==> config.mk <==
export PLATFORM = sky130hd
export DESIGN_NAME = svi_sdram_arbiter
export DESIGN_NICKNAME = d
export VERILOG_FILES = /design/src/rtl/svi_sdram_pkg.sv /design/src/rtl/svi_arb_prio.sv /design/src/rtl/svi_sdram_arbiter.sv
export SDC_FILE = /design/constraint.sdc
export NUM_CORES = 1
export LEC_CHECK = 0
export ABC_AREA = 1
export CORE_MARGIN = 10
export CORE_UTILIZATION = 43
export CTS_BUF_LIST = sky130_fd_sc_hd__clkbuf_4 sky130_fd_sc_hd__clkbuf_8
export CTS_CLUSTER_SIZE = 14
export DETAILED_ROUTE_END_ITERATION = 10
export PLACE_DENSITY_LB_ADDON = 0.12
export SLEW_MARGIN = 20
export SYNTH_ARGS = -nofsm -noshare
export SYNTH_HDL_FRONTEND = slang
export SYNTH_SLANG_ARGS = --single-unit
==> constraint.sdc <==
create_clock -name clk_i -period 1.96 [get_ports clk_i]
set_input_delay 0.294 -clock clk_i [delete_from_list [all_inputs] [get_ports clk_i]]
set_output_delay 0.294 -clock clk_i [all_outputs]
set_load 0.01 [all_outputs]
==> src/rtl/svi_sdram_pkg.sv <==
// rtl/svi_sdram_pkg.sv - shared types and address map for the SDRAM port arbiter
package svi_sdram_pkg;

  localparam int SD_AW  = 23;
  localparam int DL_AW  = 23;
  localparam int CLR_AW = 16;
  localparam int CPU_AW = 18;
  localparam int CAS_AW = 21;

  localparam logic [SD_AW-1:0] CLR_BASE = 23'h010000;
  localparam logic [SD_AW-1:0] CAS_BASE = 23'h600000;

  typedef enum logic [1:0] {
    GNT_DL  = 2'd0,
    GNT_CLR = 2'd1,
    GNT_CPU = 2'd2,
    GNT_CAS = 2'd3
  } grant_t;

  typedef enum logic [1:0] {
    IDLE = 2'd0,
    CMD  = 2'd1,
    WAIT = 2'd2
  } state_t;

endpackage

==> src/rtl/svi_arb_prio.sv <==
// rtl/svi_arb_prio.sv - combinational fixed-priority pick with cassette promotion
module svi_arb_prio
  import svi_sdram_pkg::*;
(
  input  logic   dl_req,
  input  logic   clr_req,
  input  logic   cpu_req,
  input  logic   cas_req,
  input  logic   cas_promoted,
  input  logic   cas_window,
  output grant_t grant,
  output logic   valid
);

  always_comb begin
    grant = GNT_DL;
    valid = 1'b1;
    if (dl_req)                          grant = GNT_DL;
    else if (clr_req)                    grant = GNT_CLR;
    else if (cas_req && cas_promoted)    grant = GNT_CAS;
    else if (cpu_req)                    grant = GNT_CPU;
    else if (cas_req && cas_window)      grant = GNT_CAS;
    else                                 valid = 1'b0;
  end

endmodule

==> src/rtl/svi_sdram_arbiter.sv <==
// rtl/svi_sdram_arbiter.sv - four-way SDRAM port arbiter (ioctl, clear, CPU, cassette)
// Optional statistics block enabled by SVI_SDRAM_ARB_STATS_EN.
module svi_sdram_arbiter
  import svi_sdram_pkg::*;
#(
  parameter int CAS_MAX_WAIT = 64,
  parameter int TIMEOUT      = 32
) (
  input  logic              clk_i,
  input  logic              reset_n_i,
  input  logic              dl_wr_i,
  input  logic [DL_AW-1:0]  dl_addr_i,
  input  logic [7:0]        dl_data_i,
  input  logic              clr_req_i,
  input  logic [CLR_AW-1:0] clr_addr_i,
  input  logic              cpu_rd_i,
  input  logic              cpu_wr_i,
  input  logic [CPU_AW-1:0] cpu_addr_i,
  input  logic [7:0]        cpu_data_i,
  input  logic              cas_rd_i,
  input  logic [CAS_AW-1:0] cas_addr_i,
  input  logic              cas_window_i,
  output logic              dl_ack_o,
  output logic              clr_ack_o,
  output logic              cpu_ack_o,
  output logic              cas_ack_o,
  output logic [7:0]        rd_data_o,
  output logic              rd_valid_o,
  output logic              err_o,
  output logic              busy_o,
  output logic [1:0]        grant_o,
  output logic [SD_AW-1:0]  sd_addr_o,
  output logic [7:0]        sd_din_o,
  output logic              sd_rd_o,
  output logic              sd_we_o,
  input  logic              sd_ready_i,
  input  logic [7:0]        sd_dout_i
`ifdef SVI_SDRAM_ARB_STATS_EN
  ,
  input  logic [2:0]        stat_sel_i,
  output logic [15:0]       stat_o
`endif
);

  localparam int CW = $clog2(CAS_MAX_WAIT + 1);
  localparam int TW = $clog2(TIMEOUT + 1);
  localparam logic [CW-1:0] CAS_LIM  = CW'(CAS_MAX_WAIT);
  localparam logic [TW-1:0] TMO_LAST = TW'(TIMEOUT - 1);

  state_t           state_q, state_d;
  grant_t           grant_q, pick;
  logic             pick_valid, take, finish, tmo;
  logic             rd_q, pick_rd;
  logic [SD_AW-1:0] addr_q, pick_addr;
  logic [7:0]       din_q, pick_din;
  logic [TW-1:0]    tcnt;
  logic [CW-1:0]    cas_wait;
  logic [3:0]       ack_q;
  logic             cas_owns;

  svi_arb_prio u_prio (
    .dl_req       (dl_wr_i),
    .clr_req      (clr_req_i),
    .cpu_req      (cpu_rd_i | cpu_wr_i),
    .cas_req      (cas_rd_i),
    .cas_promoted (cas_wait >= CAS_LIM),
    .cas_window   (cas_window_i),
    .grant        (pick),
    .valid        (pick_valid)
  );

  always_comb begin
    pick_addr = dl_addr_i;
    pick_din  = dl_data_i;
    pick_rd   = 1'b0;
    case (pick)
      GNT_CLR: begin pick_addr = CLR_BASE | SD_AW'(clr_addr_i); pick_din = 8'h00; end
      GNT_CPU: begin pick_addr = SD_AW'(cpu_addr_i); pick_din = cpu_data_i; pick_rd = ~cpu_wr_i; end
      GNT_CAS: begin pick_addr = CAS_BASE | SD_AW'(cas_addr_i); pick_din = 8'h00; pick_rd = 1'b1; end
      default: ;
    endcase
  end

  // The ack cycle is excluded from granting so a requester still holding its
  // level for that one cycle is not served twice.
  always_comb begin
    state_d = state_q;
    take    = 1'b0;
    finish  = 1'b0;
    tmo     = 1'b0;
    case (state_q)
      IDLE: if (sd_ready_i && pick_valid && ack_q == 4'b0000) begin
        take    = 1'b1;
        state_d = CMD;
      end
      CMD:  state_d = WAIT;
      WAIT: if (tcnt != '0 && sd_ready_i) begin
        finish  = 1'b1;
        state_d = IDLE;
      end else if (tcnt == TMO_LAST) begin
        tmo     = 1'b1;
        state_d = IDLE;
      end
      default: state_d = IDLE;
    endcase
  end

  always_ff @(posedge clk_i or negedge reset_n_i) begin
    if (!reset_n_i) state_q <= IDLE;
    else            state_q <= state_d;
  end

  assign cas_owns = (state_q != IDLE && grant_q == GNT_CAS) || ack_q[3];

  always_ff @(posedge clk_i or negedge reset_n_i) begin
    if (!reset_n_i) begin
      grant_q    <= GNT_DL;
      rd_q       <= 1'b0;
      addr_q     <= '0;
      din_q      <= '0;
      tcnt       <= '0;
      cas_wait   <= '0;
      ack_q      <= '0;
      rd_valid_o <= 1'b0;
      err_o      <= 1'b0;
      rd_data_o  <= '0;
    end else begin
      ack_q      <= '0;
      rd_valid_o <= 1'b0;
      err_o      <= tmo;
      if (take) begin
        grant_q <= pick;
        rd_q    <= pick_rd;
        addr_q  <= pick_addr;
        din_q   <= pick_din;
      end
      if (state_q == CMD)       tcnt <= '0;
      else if (state_q == WAIT) tcnt <= tcnt + 1'b1;
      if (finish || tmo) ack_q <= 4'b0001 << grant_q;
      if (finish && rd_q) begin
        rd_data_o  <= sd_dout_i;
        rd_valid_o <= 1'b1;
      end
      if (take && pick == GNT_CAS)                  cas_wait <= '0;
      else if (cas_rd_i && !cas_owns && cas_wait != '1) cas_wait <= cas_wait + 1'b1;
    end
  end

  assign dl_ack_o  = ack_q[0];
  assign clr_ack_o = ack_q[1];
  assign cpu_ack_o = ack_q[2];
  assign cas_ack_o = ack_q[3];
  assign busy_o    = (state_q != IDLE);
  assign grant_o   = grant_q;
  assign sd_addr_o = addr_q;
  assign sd_din_o  = din_q;
  assign sd_rd_o   = (state_q == CMD) &&  rd_q;
  assign sd_we_o   = (state_q == CMD) && !rd_q;

`ifdef SVI_SDRAM_ARB_STATS_EN
  logic [15:0] gnt_cnt [4];
  logic [15:0] cas_cur, cas_max;

  always_ff @(posedge clk_i or negedge reset_n_i) begin
    if (!reset_n_i) begin
      for (int i = 0; i < 4; i++) gnt_cnt[i] <= '0;
      cas_cur <= '0;
      cas_max <= '0;
    end else begin
      if (take && gnt_cnt[pick] != 16'hFFFF) gnt_cnt[pick] <= gnt_cnt[pick] + 16'd1;
      if (take && pick == GNT_CAS) begin
        if (cas_cur > cas_max) cas_max <= cas_cur;
        cas_cur <= '0;
      end else if (cas_rd_i && !cas_owns && cas_cur != 16'hFFFF) begin
        cas_cur <= cas_cur + 16'd1;
      end
    end
  end

  always_comb begin
    stat_o = '0;
    case (stat_sel_i)
      3'd0, 3'd1, 3'd2, 3'd3: stat_o = gnt_cnt[stat_sel_i[1:0]];
      3'd4:                   stat_o = cas_max;
      default:                stat_o = '0;
    endcase
  end
`endif

endmodule
After elaboration in Yosys (flattened, before gate mapping)
Cells that the tools add are included.

Mux-type cells: 30. $lt $le $gt $ge: 1. Bitwise operators: 2. Equality and inequality tests: 10. Add/subtract/negate cells: 2. Shift operators: 1. Reductions and logical operators: 24.

Operator list (number): $pmux W23 S3 (1); $mux W2 (8); $pmux W8 S2 (1); $mux W7 (2); $mux W1 (13); $logic_and A1 B1 Y1 (12); $mux W6 (2); $eq A2 B2 Y1 const B (4); $add A7 B1 Y7 const B (1); $ge A7 B7 Y1 const B (1); $ne A7 B7 Y1 const B (1); $add A6 B1 Y6 const B (1); $eq A6 B5 Y1 const B (1); $pmux W2 S3 (1); $reduce_bool A2 Y1 (3); $reduce_bool A6 Y1 (1); $eq A2 B1 Y1 const B (2); $logic_not A4 Y1 (1); $mux W4 (1); $shl A1 B2 Y4 const A (1); $ne A3 B3 Y1 const B (1); $logic_not A1 Y1 (2); $logic_not A2 Y1 (1); $logic_or A1 B1 Y1 (2); 6 further kinds (6).

Bits in registers: 63. Input bits: 111.

Logic depth before layout (Yosys ltp)
Depth in word-level cells: 12. Gate-level depth with buffers: 11.

Hierarchy
Synthesis repeated with hierarchy kept, for this count alone.

Cells, all modules: 470. Area total of the unflattened synthesis: 3407.0 sq um.

By module, submodules not included: svi_sdram_arbiter (instances 1, area an instance 3349.5 sq um, cells an instance 457); svi_arb_prio (instances 1, area an instance 57.6 sq um, cells an instance 13).

Worst setup path before layout
No wires, ideal clock.

Path type: reg2reg. Start: register state_q[0]. End: register cas_wait[5]. Cell stages (with the launch flop): 12. Path buffers: 0. Path slack: 0.413 ns. Clock period less this slack: 1.547 ns. Data arrival time: 1.427 ns. Path through: dfrtp_1 > inv_1 > ha_1 > inv_2 > nand3_1 > nand3_1 > nor2_2 > inv_1 > nor2_1 > nand2_1 > nand2_1 > nor2_1.

Cells in the longest elaborated chain, start to end: 7.

RTL lines: from (decl) (line svi_sdram_arbiter.sv:50) `state_t state_q, state_d;`; from (signal assigned) (line svi_sdram_arbiter.sv:110) `else state_q <= state_d;`; $reduce_bool A2 Y1; named net busy_o (line svi_sdram_arbiter.sv:30) `output logic busy_o,`; $logic_and A1 B1 Y1 (line svi_sdram_arbiter.sv:113) `assign cas_owns = (state_q != IDLE && grant_q == GNT_CAS) || ack_q[3];`; $logic_or A1 B1 Y1 (line svi_sdram_arbiter.sv:113); $logic_not A1 Y1 (line svi_sdram_arbiter.sv:145) `else if (cas_rd_i && !cas_owns && cas_wait != '1) cas_wait <= cas_wait + 1'b1;`; $logic_and A1 B1 Y1 (2 in series) (line svi_sdram_arbiter.sv:145); $reduce_bool A2 Y1 (no source line); to (signal assigned) (line svi_sdram_arbiter.sv:145); to (decl) (line svi_sdram_arbiter.sv:57) `logic [CW-1:0] cas_wait;`.

The timed path passes the listed nets, and every way through them passes these cells. A chain may end at the register's enable or synchronous reset.

Worst setup path after layout
Start: register state_q[1]. End: output sd_we_o.

Cells in the longest elaborated chain, start to end: 2.

RTL lines: $eq A2 B1 Y1 (line svi_sdram_arbiter.sv:158) `assign sd_we_o = (state_q == CMD) && !rd_q;`; $logic_and A1 B1 Y1 (line svi_sdram_arbiter.sv:158); to (decl) (line svi_sdram_arbiter.sv:35) `output logic sd_we_o,`.

Every way passes these cells.

==> run_results.csv <==
group,metric,value,unit
outcome,status,"complete, no violations",
grt,grt_use_total,17.5,%
sta,setup_violations,0,
setup_path,path_cells,"inv_1 > ha_1 > inv_1 > nor2_1 > dlygate4sd2_1",
setup_path,regToRegStartpoint,"state_q[0]$_DFFE_PN0P_",
floorplanning,core_area,0.00818,mm^2
setup_path,max_stage_delay,0.40,ns
setup_path,cpMostUsedCell,"inv_1",
grt,overflow,0,
cells_and_area,final_cell_mix,"161 x nand2_1, 156 x clkdlybuf4s50_1, 63 x dfrtp_1",
worst_hold_path,hold_start,"sd_addr_o[18]$_DFFE_PN0P_",
grt,grt_max_degree,33,
power,irDropWorstVdd,0.551,mV
sta,finClkSkew,0.00880,ns
sta,report.final.slew_viol_count,0,
setup_path,cp-end-kind,"primary output",
setup_path,cpLargestDelayFamily,"buffers and inverters",
logic_synthesis,syn_nets,594,
drt,drc,0,
setup_path,critPathRequiredTime,1.67,ns
setup_path,path_buf_inv,3,
cells_and_area,final_common_cell,"nand2_1",
sta,slew_headroom,62.4,%
cells_and_area,fill_cells,679,
cells_and_area,fin_util,68.6,%
drt,firstDrtPassIters,4,
setup_path,critPathKind,"flop to primary output",
logic_synthesis,synth_area,0.00359,mm^2
grt,grt_pass1_vias,3688,
floorplanning,fp.dieArea,0.0124,mm^2
clock_tree,root_buffer,"clkbuf_8",
power,p_total,6.47,mW
power,cellLeakagePower,2.67,nW
sta,tightest_slew,0.563,ns
logic_synthesis,synth.distinct_cells,31,
cells_and_area,final_nets,766,
place,hpwl,8990,um
drt,wirelength,11300,um
sta,tns,0,ns
logic_synthesis,seq_area_frac_synth,43.9,%
logic_synthesis,synth.top_cell.area_share,43.9,%
logic_synthesis,ys_top_cells_by_area,"dfrtp_1 44%, nand2_1 17%, nand3_1 6.5%",
job,cap_violations,0,
cells_and_area,finalInstanceArea,0.00561,mm^2
sta,max_freq,554,MHz
sta,hold_violations,0,
drt,top_layer,"met4",
sta,timing.final.ws_setup,0.155,ns
logic_synthesis,synth_warnings,0,
place,place.gp.congestion,0.849,
clock_tree,cts_max_level,3,
grt,antenna_found_initial,0,
setup_path,startpoint_type,"flop",
drt,detailroute.via_count,3664,
place,post-place-ws,-0.0918,ns
sta,rsz0062_at_grt,"false",
setup_path,cp_slowest_cell,"dfrtp_1",
drt,drt-vias-per-instance,4.84,
clock_tree,cts_buffers,9,
clock_tree,clk_pin_slew,0.07,ns
clock_tree,cts_max_path_buffers,2,
cells_and_area,area_growth,56.1,%
clock_tree,clk_latency,0.33,ns
power,p_per_area,1150,mW/mm^2
drt,wire_per_inst,14.9,um
cells_and_area,ff_latch_area,0.00158,mm^2
worst_hold_path,hold_path_class,"flop to flop",
clock_tree,cts_tree,"done",
sta,post-route-min-period,1.80,ns
logic_synthesis,yosys.area.top_type,"dfrtp_1",
place,place_area,0.00540,mm^2
floorplanning,die_w,111,um
floorplanning,rows,33,
cells_and_area,drive_above_1_share,11.0,%
setup_path,crit_arrival,1.51,ns
grt,grt_pass1_wl,18000,um
sta,timing.hold.ws,0.479,ns
sta,min_period_over_period,92.1,%
cells_and_area,antenna_cells,0,
drt,drt-met1-wl,4590,um
drt,drtIter0Drc,107,
drt,drtAntennaViolNets,0,
cells_and_area,fin_cells,757,
cells_and_area,multiInputGateArea,0.00169,mm^2
logic_synthesis,synthCells,476,
drt,wl_met3,998,um
clock_tree,clock_sinks,63,
setup_path,crit_start,"state_q[1]$_DFFE_PN0P_",
floorplanning,io_pins,161,
drt,wl_met2,5440,um
place,dpl.cell_count,741,
setup_path,cp_max_fo,4,
floorplanning,die_height,111,um
floorplanning,start_util,44.0,%
place,io_buffers,160,
logic_synthesis,syn_avg_cell_area,7.55,um^2
logic_synthesis,synth-seq-cells,63,
## sequential cells by signal, summed over array words and instances, names as in the netlist
name        cells
ack_q           4
cas_wait        7
err_o           1
grant_o         2
rd_data_o       8
rd_q            1
rd_valid_o      1
sd_addr_o      23
sd_din_o        8
state_q         2
tcnt            6
## where the power goes
group	switching [mW]	total [mW]	internal, mW
clock	0.488	1.15	0.662
sequential	0.357	2.22	1.86
combinational	1.52	3.10	1.58
total	2.36	6.47	4.10
## routing by layer
layer | global-route usage [%] | vias up
met5 | 0 | -
met4 | 5.66 | 0
met3 | 7.25 | 16
met2 | 29.5 | 136
met1 | 19.7 | 1654
li1 | - | 1858
## path summary, 6_finish.rpt
path,end,slack [ns],depth (start not counted)
worst min register to register,sd_addr_o[18]$_DFFE_PN0P_,0.48,2
worst min-delay path,sd_addr_o[18]$_DFFE_PN0P_,0.48,2
min in group asynchronous,tcnt[2]$_DFFE_PN0P_,0.52,3
worst max-delay path,sd_we_o,0.16,5
max in group asynchronous,sd_addr_o[16]$_DFFE_PN0P_,1.12,3
worst max register to register,tcnt[5]$_DFFE_PN0P_,0.26,7
## repair_timing
item / in CTS / in global routing
hold endpoints to repair: 24 / 0
setup endpoints to repair: 3 / 2
buffers inserted: 0 / 0
hold buffers: 1 / 0
gates resized for setup: 3 / 2
## logic make-up (layout without fill, tap and decap cells)
| group | Yosys count | in the layout | synth area share, % |
|---|---|---|---|
| flops | 63 | 63 | 43.9 |
| buf+inv | 76 | 252 | 9.26 |
| fa+ha+maj | 7 | 7 | 2.44 |
| simple gates | 266 | 266 | 34.5 |
| compound gates | 61 | 61 | 9.23 |
| xor+xnor | 3 | 3 | 0.731 |
## synth_stat cells
master and n:
buf_4 5, nor2_8 1, inv_1 43, nand3_2 8
a21oi_2 1, nand4_1 4, buf_6 2, buf_2 11
nor2_2 3, nand3_1 47, o21a_1 8, nand2_1 161
and3_1 1, xor2_1 2, nand2_2 3, o21ai_1 31
clkbuf_1 1, a21oi_1 7, a211oi_1 1, nand3b_1 8
nor2_1 20, nor3_1 3, nand2_4 3, dfrtp_1 63
xnor2_1 1, ha_1 7, nor2_4 2, nor3b_1 1
o21ai_0 13, inv_2 14, nor3_4 1
## cell type report
| class | count | area share, % |
|---|---|---|
| clock inverter | 3 | 0.758 |
| tap | 105 | 2.34 |
| clock buffer | 12 | 2.83 |
| inverter | 57 | 3.81 |
| multi-input combinational | 337 | 30.2 |
| sequential | 63 | 28.1 |
| timing repair buffer | 180 | 32.0 |
## tightest hold or removal path, delay by kind of cell, from the launching register on
kind / cells / cell delay, ns
flops: 1 / 0.34
simple gates: 2 / 0.11
Note: power is estimated with default switching activity, not from simulation.
